==> src/rtl/button_ui_pkg.sv <==
// Shared definitions for the button UI blocks.
// Holds the button code map, the event type encoding, the event encoder
// FSM state type and small helpers that turn the nine resolved button
// levels into a code, classify arrow keys and look up the latched level.
package button_ui_pkg;

    // Button codes carried on event_code
    localparam logic [3:0] BTN_0     = 4'd0;
    localparam logic [3:0] BTN_1     = 4'd1;
    localparam logic [3:0] BTN_2     = 4'd2;
    localparam logic [3:0] BTN_3     = 4'd3;
    localparam logic [3:0] BTN_ENTER = 4'd4;
    localparam logic [3:0] BTN_LEFT  = 4'd5;
    localparam logic [3:0] BTN_RIGHT = 4'd6;
    localparam logic [3:0] BTN_UP    = 4'd7;
    localparam logic [3:0] BTN_DOWN  = 4'd8;
    localparam logic [3:0] BTN_NONE  = 4'hF;

    localparam int NUM_BUTTONS = 9;

    // Event types carried on event_type
    localparam logic [1:0] EV_PRESS   = 2'd0;
    localparam logic [1:0] EV_REPEAT  = 2'd1;
    localparam logic [1:0] EV_LONG    = 2'd2;
    localparam logic [1:0] EV_RELEASE = 2'd3;

    typedef enum logic [1:0] {
        ST_IDLE,
        ST_PRESSED,
        ST_REPEATING,
        ST_HELD
    } state_e;

    // Returns the code of the single high bit, or BTN_NONE when zero or
    // several bits are high (a multi-hot vector must never start a press).
    function automatic logic [3:0] encodeButtons(input logic [NUM_BUTTONS-1:0] levels);
        logic [3:0] code;
        int         highCount;
        code      = BTN_NONE;
        highCount = 0;
        for (int i = 0; i < NUM_BUTTONS; i++) begin
            if (levels[i]) begin
                highCount = highCount + 1;
                code      = 4'(i);
            end
        end
        if (highCount != 1) begin
            code = BTN_NONE;
        end
        return code;
    endfunction

    function automatic logic isArrow(input logic [3:0] code);
        return (code >= BTN_LEFT) && (code <= BTN_DOWN);
    endfunction

    // Level of the button selected by code; BTN_NONE reads as released.
    function automatic logic levelOf(input logic [NUM_BUTTONS-1:0] levels,
                                     input logic [3:0]             code);
        logic level;
        level = 1'b0;
        for (int i = 0; i < NUM_BUTTONS; i++) begin
            if (code == 4'(i)) begin
                level = levels[i];
            end
        end
        return level;
    endfunction

endpackage

==> src/rtl/button_event_slot.sv <==
// One-entry output register for button events.
// A new event is loaded when the slot is empty or is being emptied by a
// handshake in the same cycle; otherwise the event is lost and the sticky
// overflow flag is raised until reset.
//   clk_i, reset_i      clock, synchronous active-high reset
//   load_i              an event is emitted this cycle
//   code_i, type_i      code and type of the emitted event
//   ready_i             consumer accepts the pending event
//   valid_o             event pending
//   code_o, type_o      pending event contents
//   overflow_o          sticky: an event was dropped
module button_event_slot
    import button_ui_pkg::*;
(
    input  logic       clk_i,
    input  logic       reset_i,
    input  logic       load_i,
    input  logic [3:0] code_i,
    input  logic [1:0] type_i,
    input  logic       ready_i,
    output logic       valid_o,
    output logic [3:0] code_o,
    output logic [1:0] type_o,
    output logic       overflow_o
);

    logic       valid_q,    valid_d;
    logic [3:0] code_q,     code_d;
    logic [1:0] type_q,     type_d;
    logic       overflow_q, overflow_d;

    // Slot update: load wins over a plain handshake so back-to-back events
    // flow every cycle while the consumer is ready.
    always_comb begin
        valid_d    = valid_q;
        code_d     = code_q;
        type_d     = type_q;
        overflow_d = overflow_q;
        if (load_i) begin
            if (!valid_q || ready_i) begin
                valid_d = 1'b1;
                code_d  = code_i;
                type_d  = type_i;
            end else begin
                overflow_d = 1'b1;
            end
        end else if (valid_q && ready_i) begin
            valid_d = 1'b0;
        end
    end

    always_ff @(posedge clk_i) begin
        if (reset_i) begin
            valid_q    <= 1'b0;
            code_q     <= BTN_NONE;
            type_q     <= EV_PRESS;
            overflow_q <= 1'b0;
        end else begin
            valid_q    <= valid_d;
            code_q     <= code_d;
            type_q     <= type_d;
            overflow_q <= overflow_d;
        end
    end

    assign valid_o    = valid_q;
    assign code_o     = code_q;
    assign type_o     = type_q;
    assign overflow_o = overflow_q;

endmodule

==> src/rtl/button_event_encoder.sv <==
// Turns resolved one-hot button levels into PRESS / LONG / REPEAT / RELEASE
// events with a 4-bit button code, delivered through a valid/ready slot.
// Arrow keys auto-repeat while held; other buttons emit one LONG event.
//   clk, reset                    clock, synchronous active-high reset
//   button*_in                    resolved button levels, at most one high
//   event_valid / event_ready     output handshake
//   event_code, event_type        pending event contents
//   overflow                      sticky: an event was dropped
module button_event_encoder
    import button_ui_pkg::*;
#(
    parameter int HOLD_DELAY    = 16200000,
    parameter int REPEAT_PERIOD = 4050000,
    parameter int CNT_W         = 25
) (
    input  logic       clk,
    input  logic       reset,
    input  logic       button0_in,
    input  logic       button1_in,
    input  logic       button2_in,
    input  logic       button3_in,
    input  logic       button_enter_in,
    input  logic       button_left_in,
    input  logic       button_right_in,
    input  logic       button_up_in,
    input  logic       button_down_in,
    output logic       event_valid,
    input  logic       event_ready,
    output logic [3:0] event_code,
    output logic [1:0] event_type,
    output logic       overflow
);

    localparam logic [CNT_W-1:0] HOLD_LAST   = CNT_W'(HOLD_DELAY - 1);
    localparam logic [CNT_W-1:0] REPEAT_LAST = CNT_W'(REPEAT_PERIOD - 1);

    logic [NUM_BUTTONS-1:0] buttons;
    logic [3:0]             pressCode;
    logic                   latchedLevel;

    state_e                 state_q,   state_d;
    logic [CNT_W-1:0]       count_q,   count_d;
    logic [3:0]             latched_q, latched_d;

    logic                   emit;
    logic [3:0]             emitCode;
    logic [1:0]             emitType;

    // Bit index equals the button code, so encoding is just the bit position.
    assign buttons = {button_down_in, button_up_in, button_right_in, button_left_in,
                      button_enter_in, button3_in, button2_in, button1_in, button0_in};

    assign pressCode    = encodeButtons(buttons);
    // Only the latched bit decides release; other bits are ignored until IDLE.
    assign latchedLevel = levelOf(buttons, latched_q);

    always_comb begin
        state_d   = state_q;
        count_d   = count_q;
        latched_d = latched_q;
        emit      = 1'b0;
        emitCode  = latched_q;
        emitType  = EV_PRESS;
        unique case (state_q)
            ST_IDLE: begin
                if (pressCode != BTN_NONE) begin
                    latched_d = pressCode;
                    emit      = 1'b1;
                    emitCode  = pressCode;
                    emitType  = EV_PRESS;
                    count_d   = '0;
                    state_d   = ST_PRESSED;
                end
            end
            ST_PRESSED: begin
                if (!latchedLevel) begin
                    emit      = 1'b1;
                    emitType  = EV_RELEASE;
                    latched_d = BTN_NONE;
                    state_d   = ST_IDLE;
                end else if (count_q == HOLD_LAST) begin
                    emit = 1'b1;
                    if (isArrow(latched_q)) begin
                        emitType = EV_REPEAT;
                        count_d  = '0;
                        state_d  = ST_REPEATING;
                    end else begin
                        emitType = EV_LONG;
                        state_d  = ST_HELD;
                    end
                end else begin
                    count_d = count_q + CNT_W'(1);
                end
            end
            ST_REPEATING: begin
                if (!latchedLevel) begin
                    emit      = 1'b1;
                    emitType  = EV_RELEASE;
                    latched_d = BTN_NONE;
                    state_d   = ST_IDLE;
                end else if (count_q == REPEAT_LAST) begin
                    emit     = 1'b1;
                    emitType = EV_REPEAT;
                    count_d  = '0;
                end else begin
                    count_d = count_q + CNT_W'(1);
                end
            end
            ST_HELD: begin
                if (!latchedLevel) begin
                    emit      = 1'b1;
                    emitType  = EV_RELEASE;
                    latched_d = BTN_NONE;
                    state_d   = ST_IDLE;
                end
            end
            default: begin
                state_d = ST_IDLE;
            end
        endcase
    end

    always_ff @(posedge clk) begin
        if (reset) begin
            state_q   <= ST_IDLE;
            count_q   <= '0;
            latched_q <= BTN_NONE;
        end else begin
            state_q   <= state_d;
            count_q   <= count_d;
            latched_q <= latched_d;
        end
    end

    button_event_slot u_slot (
        .clk_i      (clk),
        .reset_i    (reset),
        .load_i     (emit),
        .code_i     (emitCode),
        .type_i     (emitType),
        .ready_i    (event_ready),
        .valid_o    (event_valid),
        .code_o     (event_code),
        .type_o     (event_type),
        .overflow_o (overflow)
    );

endmodule

==> config.mk <==
export PLATFORM = sky130hd
export DESIGN_NAME = button_event_encoder
export DESIGN_NICKNAME = d
export VERILOG_FILES = /design/src/rtl/button_ui_pkg.sv /design/src/rtl/button_event_slot.sv /design/src/rtl/button_event_encoder.sv
export SDC_FILE = /design/constraint.sdc
export NUM_CORES = 1
export LEC_CHECK = 0
export CAP_MARGIN = 30
export CORE_MARGIN = 3
export CORE_UTILIZATION = 55
export CTS_CLUSTER_SIZE = 14
export DETAILED_ROUTE_END_ITERATION = 8
export PLACE_DENSITY = 0.74
export REMOVE_ABC_BUFFERS = 1
export SYNTH_ARGS = -nofsm -noshare
export SYNTH_HDL_FRONTEND = slang
export SYNTH_HIERARCHICAL = 1
export SYNTH_SLANG_ARGS = --single-unit
==> constraint.sdc <==
create_clock -name clk -period 26.2 [get_ports clk]
set_input_delay 7.86 -clock clk [delete_from_list [all_inputs] [get_ports clk]]
set_output_delay 7.86 -clock clk [all_outputs]
set_load 0.05 [all_outputs]
==> results of run 1 <==
## routing by layer
metal  vias to the layer above  global-route usage
met1                      1474               0.281
met2                        77               0.407
met5                         -                   0
li1                       1581                   -
met3                         8              0.0456
met4                         0              0.0556
## sequential cells by signal, indices dropped and copies added (netlist names)
signal,count
count_q,25
u_slot/type_o,2
u_slot/code_o,4
latched_q,4
u_slot/overflow_o,1
state_q,2
u_slot/valid_o,1
## cell usage after synthesis, types with 7 or more instances
master    number
a21oi_1       35
and3_1        11
nor2_1        51
nand2b_1       8
nand3_1       29
inv_1         16
dfxtp_1       39
o21ai_0       25
nand2_1       33
ha_1          15
clkbuf_1      20
xnor2_1        7
a31oi_1        8
mux2i_1       10
nand3b_1      13
nor3_1        10
## worst min path at each step
stage,startpoint,to,slack [ns],depth (start not counted)
after global routing,u_slot/type_o[0]$_SDFFE_PP0P_,u_slot/type_o[0]$_SDFFE_PP0P_,0.53,2
after global placement,u_slot/overflow_o$_SDFFE_PP0P_,u_slot/overflow_o$_SDFFE_PP0P_,0.45,2
after floorplan,count_q[24]$_SDFFE_PP0P_,count_q[24]$_SDFFE_PP0P_,0.45,2
after CTS,u_slot/type_o[0]$_SDFFE_PP0P_,u_slot/type_o[0]$_SDFFE_PP0P_,0.49,2
final,u_slot/type_o[0]$_SDFFE_PP0P_,u_slot/type_o[0]$_SDFFE_PP0P_,0.48,2
after detailed placement,u_slot/type_o[0]$_SDFFE_PP0P_,u_slot/type_o[0]$_SDFFE_PP0P_,0.48,2
## layout make-up
type,count,area share
clock buffer,5,0.0195
timing repair buffer,21,0.0581
multi-input combinational,353,0.646
sequential,39,0.221
inverter,16,0.0170
clock inverter,3,0.0124
tap,72,0.0255
## worst register-to-register path, cell delays in order (launching register included)
cell and delay [ns]:
dfxtp_1 0.50, nor3b_1 0.26, a22oi_1 0.13, and3_1 0.25, a21o_1 0.19, a21o_1 0.25
or4_1 0.51, o32ai_2 0.13, buf_4 0.29, or4b_1 0.47, nand3_1 0.09
## logic make-up after synthesis
kind of cell / synth area share
DFF: 0.242
and+or+nand+nor: 0.331
muxes: 0.0485
buffers and inverters: 0.0501
adders and majority gates: 0.0582
AOI/OAI and AO/OA: 0.217
xor gates and xnor gates: 0.0524
## stage by stage
step / instance area, um2 / hold slack, ns / power, mW
6_report: 3530 / 0.483 / 0.220
2_1_floorplan: 3120 / 0.453 / 0.145
4_1_cts: 3530 / 0.492 / 0.222
3_5_place_dp: 3420 / 0.476 / 0.169
3_3_place_gp: 3420 / 0.452 / 0.168
5_1_grt: 3530 / 0.528 / 0.236
## power by group
group,internal (mW),switching (mW),leakage [nW]
registers,0.0629,0.00440,0.315
clock network,0.0284,0.0237,0.0581
logic,0.0416,0.0594,0.955
total,0.133,0.0875,1.33
==> results.md, run 1 <==
## Synth
- Cells after Synth: 432
- area leader, netlist: dfxtp_1
- Unique masters post-synth: 62
- cell types occupying the most area after synthesis: dfxtp_1 24%, nor2_1 5.9%, ha_1 5.8%
- average instance area after synthesis: 7.46 um2
- summed instance area of the synthesized netlist: 3220 um2
- Syn. warnings: 6
- top cell type's share of synthesized area: 0.242
- Post-synth top flop: dfxtp_1
- number of synthesized register bits: 39
- number of enable-type register cells in the synthesized netlist: 0
- share of synthesized flip-flops with an asynchronous set or reset: 0
- sequential element share of the synthesized area: 0.242

## Global routing
- global-route usage over all layers: 0.228
- sum of overflow across all layers after global routing: 0
- first-pass GRT wire length: 12.4 mm
- vias in the first global route: 2793
- initial antenna violation count: 0
- largest net degree at the start of global routing: 41

## Setup path
- number of cells on the worst reg-to-reg path: 10
- Setup crit end kind: register
- Critical Path Source Type: primary input
- Setup Crit Path Kind: in2reg
- WP data arrival: 15.22 ns
- Critical Path Start: button0_in
- end of the critical path: count_q[23]$_SDFFE_PP0P_
- count of buffering cells on the critical path with inverters included: 5
- Critical Path Stages: 30
- flop2flop setup slack: 23.06 ns
- worst reg2reg path endpoint: count_q[23]$_SDFFE_PP0P_
- slowest stage cell on the critical path: or4_1
- maximum single-stage delay on the critical path: 0.55 ns
- WP data required: 26.45 ns
- kind of cell with the highest combined delay on the critical path: simple AND/OR/NAND/NOR gates
- worst flop-to-flop path startpoint: latched_q[1]$_SDFFE_PP1P_
- cell seen most often among critical-path stages: ha_1
- critical path peak fanout: 23

## CTS
- total setup buffers inserted after CTS: 0
- number of buffers created by CTS: 5
- clock tree from TritonCTS: built
- number of sinks handled by clock tree synthesis: 39
- maximum buffer depth of the clock tree: 2
- cells resized by post-CTS repair: 0
- clock root cell: clkbuf_8
- number of buffers inserted for hold repair after clock tree synthesis: 0
- CTS H-tree depth: 2
- register clock-pin slew on the reported worst setup and hold paths: 0.08 ns
- worst skew pair latency: 0.30 ns

## Die
- overall die height: 82.6 um
- starting density of the core: 0.578
- Die W: 82.6 um
- standard cell core area: 5570 um2
- die footprint: 6820 um2
- Top Ports: 20
- floorplan row count: 27

## STA
- timing-limited maximum frequency: 66.8 MHz
- total negative slack: 0 ns
- time the worst path needs with I/O delays and setup: 14.97 ns
- least setup slack across all paths after layout: 11.23 ns
- max-slew violation count: 0
- Worst slew margin: 0.472
- setup violation total in the final timing report: 0
- Period Utilization, post-route: 0.571
- worst clock skew: 0.00713 ns
- final hold vios: 0
- measured slew at the worst slew-check pin: 0.785 ns
- setup repair after global routing missed its margin: no

## Drt
- detailed-route vias per instance: 6.17
- total length of routed met3 wires: 331 um
- highest metal layer with signal wires: met4
- detail-routed net length per standard cell: 14.6 um
- number of vias after detailed routing: 3140
- violation count after the first detailed-routing iteration: 194
- Routed WL: 7.44 mm
- drt drc: 0
- first-pass detailed-route iteration total: 5
- sum of routed wire segments on met1: 3.42 mm
- met2 WL: 3.62 mm
- remaining number of nets flagged by the antenna check after routing: 0

## Power and ir drop
- peak supply drop: 34.5 uV
- Lkg Pwr: 1.33 nW
- power per standard cell area: 62.4 nW/um2

## Finish
- most frequent cells in the layout: 51 x nor2_1, 39 x dfxtp_1, 35 x a21oi_1
- Fill cells: 520
- most common cell after layout, fill and taps aside: nor2_1
- layout cells sized above 1: 0.0664
- fin cells: 509
- relative area change from synthesis to final layout: 9.51%
- Antenna diodes: 0
- post-route core utilization: 0.633
- multi-input combinational cell area: 2280 um2
- fin nets: 463
- Register Area: 781 um2

## Run
- max-cap violations: 0

## Placed design
- placer congestion estimate: 0.825
- number of placed cells counting well taps: 501
- placement-stage worst setup slack: 10.91 ns
- I/O Buffers: 19
- half-perimeter wire length after placement: 5.36 mm

## Hold path
- type of the worst min-delay path: reg2reg

## Status
- run status: finished clean

Note: power is estimated with default switching activity, not from simulation.
==> inputs of run 2 (changes only) <==
- clock period: 26.2 -> 15.4 ns (I/O delays scaled with it)
==> run 2 against run 1 <==
Net effect: sequential share of layout area about the same; register-to-register slack lost 11 ns; critical path type unchanged; clock skew about the same; wire length decreased by 1.5%; total power grew 71%; sequential power increased by 69%.
==> results.md, run 2 (synthesis results as in run 1) <==
## Finish
- relative area change from synthesis to final layout: 9.66%
- post-layout instance area: 3540 um2, +0.14%
- layout cells sized above 1: 0.0664, unchanged
- most common cell after layout, fill and taps aside: nor2_1
- post-route core utilization: 0.634, +0.000897
- register with the most flip-flops: count_q
- fin cells: 509, unchanged
- flip-flop count of the largest register, all copies and words added: 25, unchanged
- most frequent cells in the layout: 51 x nor2_1, 39 x dfxtp_1, 35 x a21oi_1
- fin nets: 463, unchanged
- Antenna diodes: 0, unchanged

## Setup path
- maximum single-stage delay on the critical path: 0.55 ns, about the same
- Critical Path Stages: 30, unchanged
- WP data required: 15.64 ns, -10.81 ns
- flop2flop setup slack: 12.25 ns, -10.81 ns
- Setup Crit Path Kind: in2reg
- Setup crit end kind: register
- Critical Path Start: button0_in
- count of buffering cells on the critical path with inverters included: 5, unchanged
- critical path peak fanout: 23, unchanged
- Critical Path Source Type: primary input
- worst flop-to-flop path startpoint: latched_q[1]$_SDFFE_PP1P_
- slowest stage cell on the critical path: or4_1
- WP data arrival: 11.97 ns, -3.25 ns
- cell seen most often among critical-path stages: ha_1
- kind of cell with the highest combined delay on the critical path: simple AND/OR/NAND/NOR gates
- worst reg2reg path endpoint: count_q[21]$_SDFFE_PP0P_
- number of cells on the worst reg-to-reg path: 10, unchanged

## Drt
- violation count after the first detailed-routing iteration: 215, +11%
- number of vias after detailed routing: 3081, -1.9%
- detailed-route vias per instance: 6.05, -1.9%
- Routed WL: 7.33 mm, -1.5%
- drt drc: 0, unchanged
- detail-routed net length per standard cell: 14.4 um, -1.5%
- remaining number of nets flagged by the antenna check after routing: 0, unchanged
- first-pass detailed-route iteration total: 5, unchanged

## CTS
- CTS H-tree depth: 2, unchanged
- maximum buffer depth of the clock tree: 2, unchanged
- clock tree from TritonCTS: built
- number of buffers inserted for hold repair after clock tree synthesis: 0, unchanged
- total setup buffers inserted after CTS: 0, unchanged
- cells resized by post-CTS repair: 0, unchanged
- register clock-pin slew on the reported worst setup and hold paths: 0.08 ns, about the same
- worst skew pair latency: 0.30 ns, about the same
- clock root cell: clkbuf_8
- number of sinks handled by clock tree synthesis: 39, unchanged
- number of buffers created by CTS: 5, unchanged

## Die
- overall die height: 82.6 um, unchanged
- standard cell core area: 5570 um2, unchanged
- Top Ports: 20, unchanged
- starting density of the core: 0.578, unchanged
- floorplan row count: 27, unchanged
- die footprint: 6820 um2, unchanged
- Die W: 82.6 um, unchanged

## Placed design
- half-perimeter wire length after placement: 5.32 mm, -0.66%
- cell area reported after detailed placement: 3420 um2, unchanged
- placement-stage worst setup slack: 3.34 ns, -7.58 ns
- number of placed cells counting well taps: 501, unchanged
- placer congestion estimate: 0.825, unchanged
- I/O Buffers: 19, unchanged

## Global routing
- largest net degree at the start of global routing: 41, unchanged
- initial antenna violation count: 0, unchanged
- global-route usage over all layers: 0.226, -0.00255
- first-pass GRT wire length: 12.2 mm, -0.96%
- vias in the first global route: 2751, -1.5%
- sum of overflow across all layers after global routing: 0, unchanged

## STA
- Period Utilization, post-route: 0.762
- final hold vios: 0, unchanged
- worst clock skew: 0.00726 ns, +0.000130 ns
- least setup slack across all paths after layout: 3.67 ns, -7.56 ns
- total negative slack: 0 ns, unchanged
- setup violation total in the final timing report: 0, unchanged
- post-route worst hold slack: 0.486 ns, +0.00265 ns
- Worst slew margin: 0.458, -0.0140
- max-slew violation count: 0, unchanged
- time the worst path needs with I/O delays and setup: 11.73 ns
- measured slew at the worst slew-check pin: 0.805 ns, +0.0208 ns
- timing-limited maximum frequency: 85.3 MHz
- setup repair after global routing missed its margin: no

## Power and ir drop
- Lkg Pwr: 1.33 nW, +0.23%
- overall power consumption: 0.377 mW, +71%
- power per standard cell area: 107 nW/um2, +71%
- peak supply drop: 55.8 uV, +62%

## Run
- max-cap violations: 0, unchanged

## Hold path
- number of cells on the worst hold path: 2, unchanged
- hold path startpoint: u_slot/overflow_o$_SDFFE_PP0P_
- end of the worst hold path: u_slot/overflow_o$_SDFFE_PP0P_
- type of the worst min-delay path: reg2reg

## Status
- run status: finished clean

==> run 2: changes by cell type in the layout (fill, tap and decap cells not counted) <==
cell and delta:
clkinv_4 -1, clkbuf_8 +1
==> run 2: how the worst max path moves through the flow <==
stage                               endpoint
detailed placement  count_q[21]$_SDFFE_PP0P_
CTS                 count_q[21]$_SDFFE_PP0P_
global placement    count_q[23]$_SDFFE_PP0P_
floorplan           count_q[21]$_SDFFE_PP0P_
finish              count_q[21]$_SDFFE_PP0P_
global route        count_q[21]$_SDFFE_PP0P_
==> run 2: per-layer routing <==
metal / GRT usage / up-vias / share of wire
met5: 0 / - / 0
met4: 0.0507 / 0 / 0.0090
met2: 0.407 / 58 / 0.49
li1: - / 1578 / -
met1: 0.282 / 1436 / 0.46
met3: 0.0336 / 9 / 0.041
==> run 2: power breakdown <==
part	switching (mW)	leakage [nW]	internal [mW]
Clock	0.0379	0.0612	0.0525
Combinational	0.101	0.955	0.0709
Sequential	0.00736	0.315	0.107
Total	0.146	1.33	0.230
==> run 2: area by class of cell <==
type / instances / area (um2)
Inverter: 16 / 60.1
Fill cell: 513 / 2040
Sequential cell: 39 / 781
Multi-Input combinational cell: 353 / 2280
Clock inverter: 2 / 35.0
Tap cell: 72 / 90.1
Timing Repair Buffer: 21 / 205
Clock buffer: 6 / 82.6
==> run 2: worst register-to-register path, stage by stage, from the launching register on <==
cell and delay (ns):
dfxtp_1 0.51, nor3b_1 0.25, a22oi_1 0.12, and3_1 0.25, a21o_1 0.19, a21o_1 0.26
or4_1 0.51, o32ai_2 0.14, buf_4 0.30, or4b_1 0.48, nand3_1 0.09
==> inputs of run 3 (changes only) <==
- clock period: 15.4 -> 12 ns (I/O delays scaled with it)
==> run 3 against run 2 <==
Net effect: sequential share of layout area did not move; first-iteration DRC count fell by 29%; core utilization unchanged; via count increased by 1.1%; critical path type unchanged; design area unchanged.
==> results.md, run 3 (synthesis results as in run 1) <==
## Setup path
- WP data required: 12.24 ns, -3.40 ns
- flop2flop setup slack: 8.84 ns, -3.41 ns
- Critical Path Source Type: primary input
- critical path peak fanout: 12, -48%
- count of buffering cells on the critical path with inverters included: 4, -1
- Setup Crit Path Kind: in2reg
- cell seen most often among critical-path stages: ha_1
- WP data arrival: 11.04 ns, -0.93 ns
- kind of cell with the highest combined delay on the critical path: simple AND/OR/NAND/NOR gates
- slowest stage cell on the critical path: or4_1
- Setup crit end kind: register
- maximum single-stage delay on the critical path: 0.56 ns, about the same

## Drt
- Routed WL: 7.30 mm, -0.40%
- first-pass detailed-route iteration total: 4, -1
- violation count after the first detailed-routing iteration: 152, -29%
- total length of routed met3 wires: 339 um, +12%
- highest metal layer with signal wires: met4
- detail-routed net length per standard cell: 14.3 um, -0.40%
- number of vias after detailed routing: 3115, +1.1%
- remaining number of nets flagged by the antenna check after routing: 0, unchanged
- met2 WL: 3.57 mm, +0.37%
- drt drc: 0, unchanged
- detailed-route vias per instance: 6.12, +1.1%
- sum of routed wire segments on met1: 3.32 mm, -2.2%

## Power and ir drop
- NetSw: 0.188 mW, +28%
- share of power burned in registers: 0.304, about the same
- relative contribution of the clock network to total power: 0.239, about the same
- switching share of power: 0.388, about the same
- part of the total power dissipated in combinational logic: 0.457, about the same
- Lkg Pwr: 1.33 nW, unchanged
- peak supply drop: 79.2 uV, +42%
- Cell Int Power: 0.296 mW, +28%
- power per standard cell area: 137 nW/um2, +28%
- overall power consumption: 0.483 mW, +28%

## CTS
- total setup buffers inserted after CTS: 0, unchanged
- clock root cell: clkbuf_8
- worst skew pair latency: 0.29 ns, about the same
- CTS H-tree depth: 2, unchanged
- number of buffers created by CTS: 5, unchanged
- register clock-pin slew on the reported worst setup and hold paths: 0.08 ns, about the same
- cells resized by post-CTS repair: 0, unchanged
- clock tree from TritonCTS: built
- maximum buffer depth of the clock tree: 2, unchanged
- number of sinks handled by clock tree synthesis: 39, unchanged
- number of buffers inserted for hold repair after clock tree synthesis: 0, unchanged

## STA
- measured slew at the worst slew-check pin: 0.816 ns, +0.0106 ns
- final hold vios: 0, unchanged
- total negative slack: 0 ns, unchanged
- worst clock skew: 0.00896 ns, +0.00170 ns
- least setup slack across all paths after layout: 1.20 ns, -2.47 ns
- Worst slew margin: 0.451, -0.00710
- Period Utilization, post-route: 0.900
- timing-limited maximum frequency: 92.6 MHz
- setup violation total in the final timing report: 0, unchanged
- setup repair after global routing missed its margin: no
- time the worst path needs with I/O delays and setup: 10.80 ns
- max-slew violation count: 0, unchanged

## Finish
- flip-flop count of the largest register, all copies and words added: 25, unchanged
- most common cell after layout, fill and taps aside: nor2_1
- fin cells: 509, unchanged
- post-layout instance area: 3540 um2, unchanged
- relative area change from synthesis to final layout: 9.66%, unchanged
- layout cells sized above 1: 0.0664, unchanged
- Antenna diodes: 0, unchanged
- fin nets: 463, unchanged
- Fill cells: 518, +0.97%
- most frequent cells in the layout: 51 x nor2_1, 39 x dfxtp_1, 35 x a21oi_1
- register with the most flip-flops: count_q

## Die
- starting density of the core: 0.578, unchanged
- Top Ports: 20, unchanged
- floorplan row count: 27, unchanged
- standard cell core area: 5570 um2, unchanged
- overall die height: 82.6 um, unchanged
- Die W: 82.6 um, unchanged
- die footprint: 6820 um2, unchanged

## Placed design
- number of placed cells counting well taps: 501, unchanged
- cell area reported after detailed placement: 3420 um2, unchanged
- half-perimeter wire length after placement: 5.31 mm, -0.19%
- placer congestion estimate: 0.922, +12%
- placement-stage worst setup slack: 0.901 ns, -2.44 ns
- I/O Buffers: 19, unchanged

## Global routing
- sum of overflow across all layers after global routing: 0, unchanged
- largest net degree at the start of global routing: 41, unchanged
- initial antenna violation count: 0, unchanged
- global-route usage over all layers: 0.226, +0.000496
- vias in the first global route: 2757, +0.22%
- first-pass GRT wire length: 12.4 mm, +1.0%

## Run
- max-cap violations: 0, unchanged

## Status
- run status: finished clean

## Hold path
- type of the worst min-delay path: reg2reg

## run 3: cell counts in the layout (fill, tap and decap cells not counted)
Identical to the previous run, type by type.
## run 3: cell type report
class                           instances  area [um2]  area share
Clock buffer                            6        82.6      0.0234
Clock inverter                          2        35.0     0.00991
Inverter                               16        60.1      0.0170
Multi-Input combinational cell        353        2280       0.645
Sequential cell                        39         781       0.221
Tap cell                               72        90.1      0.0255
Timing Repair Buffer                   21         205      0.0580
## run 3: worst paths after layout
check | start | end | depth (start not counted)
max | button0_in | count_q[23]$_SDFFE_PP0P_ | 29
min | u_slot/type_o[1]$_SDFFE_PP0P_ | u_slot/type_o[1]$_SDFFE_PP0P_ | 2
max reg2reg | latched_q[1]$_SDFFE_PP1P_ | count_q[23]$_SDFFE_PP0P_ | 9
min reg2reg | u_slot/type_o[1]$_SDFFE_PP0P_ | u_slot/type_o[1]$_SDFFE_PP0P_ | 2
## run 3: per-layer routing
| metal | vias up | global-route usage |
|---|---|---|
| met5 | - | 0 |
| met4 | 0 | 0.0556 |
| met3 | 7 | 0.0358 |
| met2 | 76 | 0.401 |
| met1 | 1449 | 0.285 |
| li1 | 1583 | - |
## run 3: worst register-to-register path: stages, from the launching register on
cell and delay, ns:
dfxtp_1 0.52, mux4_2 0.31, nand3_1 0.09, and3_1 0.22, a21o_1 0.19, a21o_1 0.25
or4_1 0.51, o32ai_2 0.44, or4b_1 0.50, nand3_1 0.09
## run 3: per-stage QoR
step                      hold WS [ns]   util
final                            0.476  0.634
after global routing             0.501  0.634
after CTS                        0.483  0.634
after detailed placement         0.464  0.613
after global placement           0.451  0.613
after floorplan                  0.453      -
## run 3: power groups by stage
stage	registers (mW)	logic, mW	clock network [mW]
2_1_floorplan	0.159	0.157	0
3_3_place_gp	0.150	0.216	0
3_5_place_dp	0.150	0.219	0
4_1_cts	0.147	0.220	0.118
5_1_grt	0.148	0.245	0.122
6_report	0.147	0.221	0.115
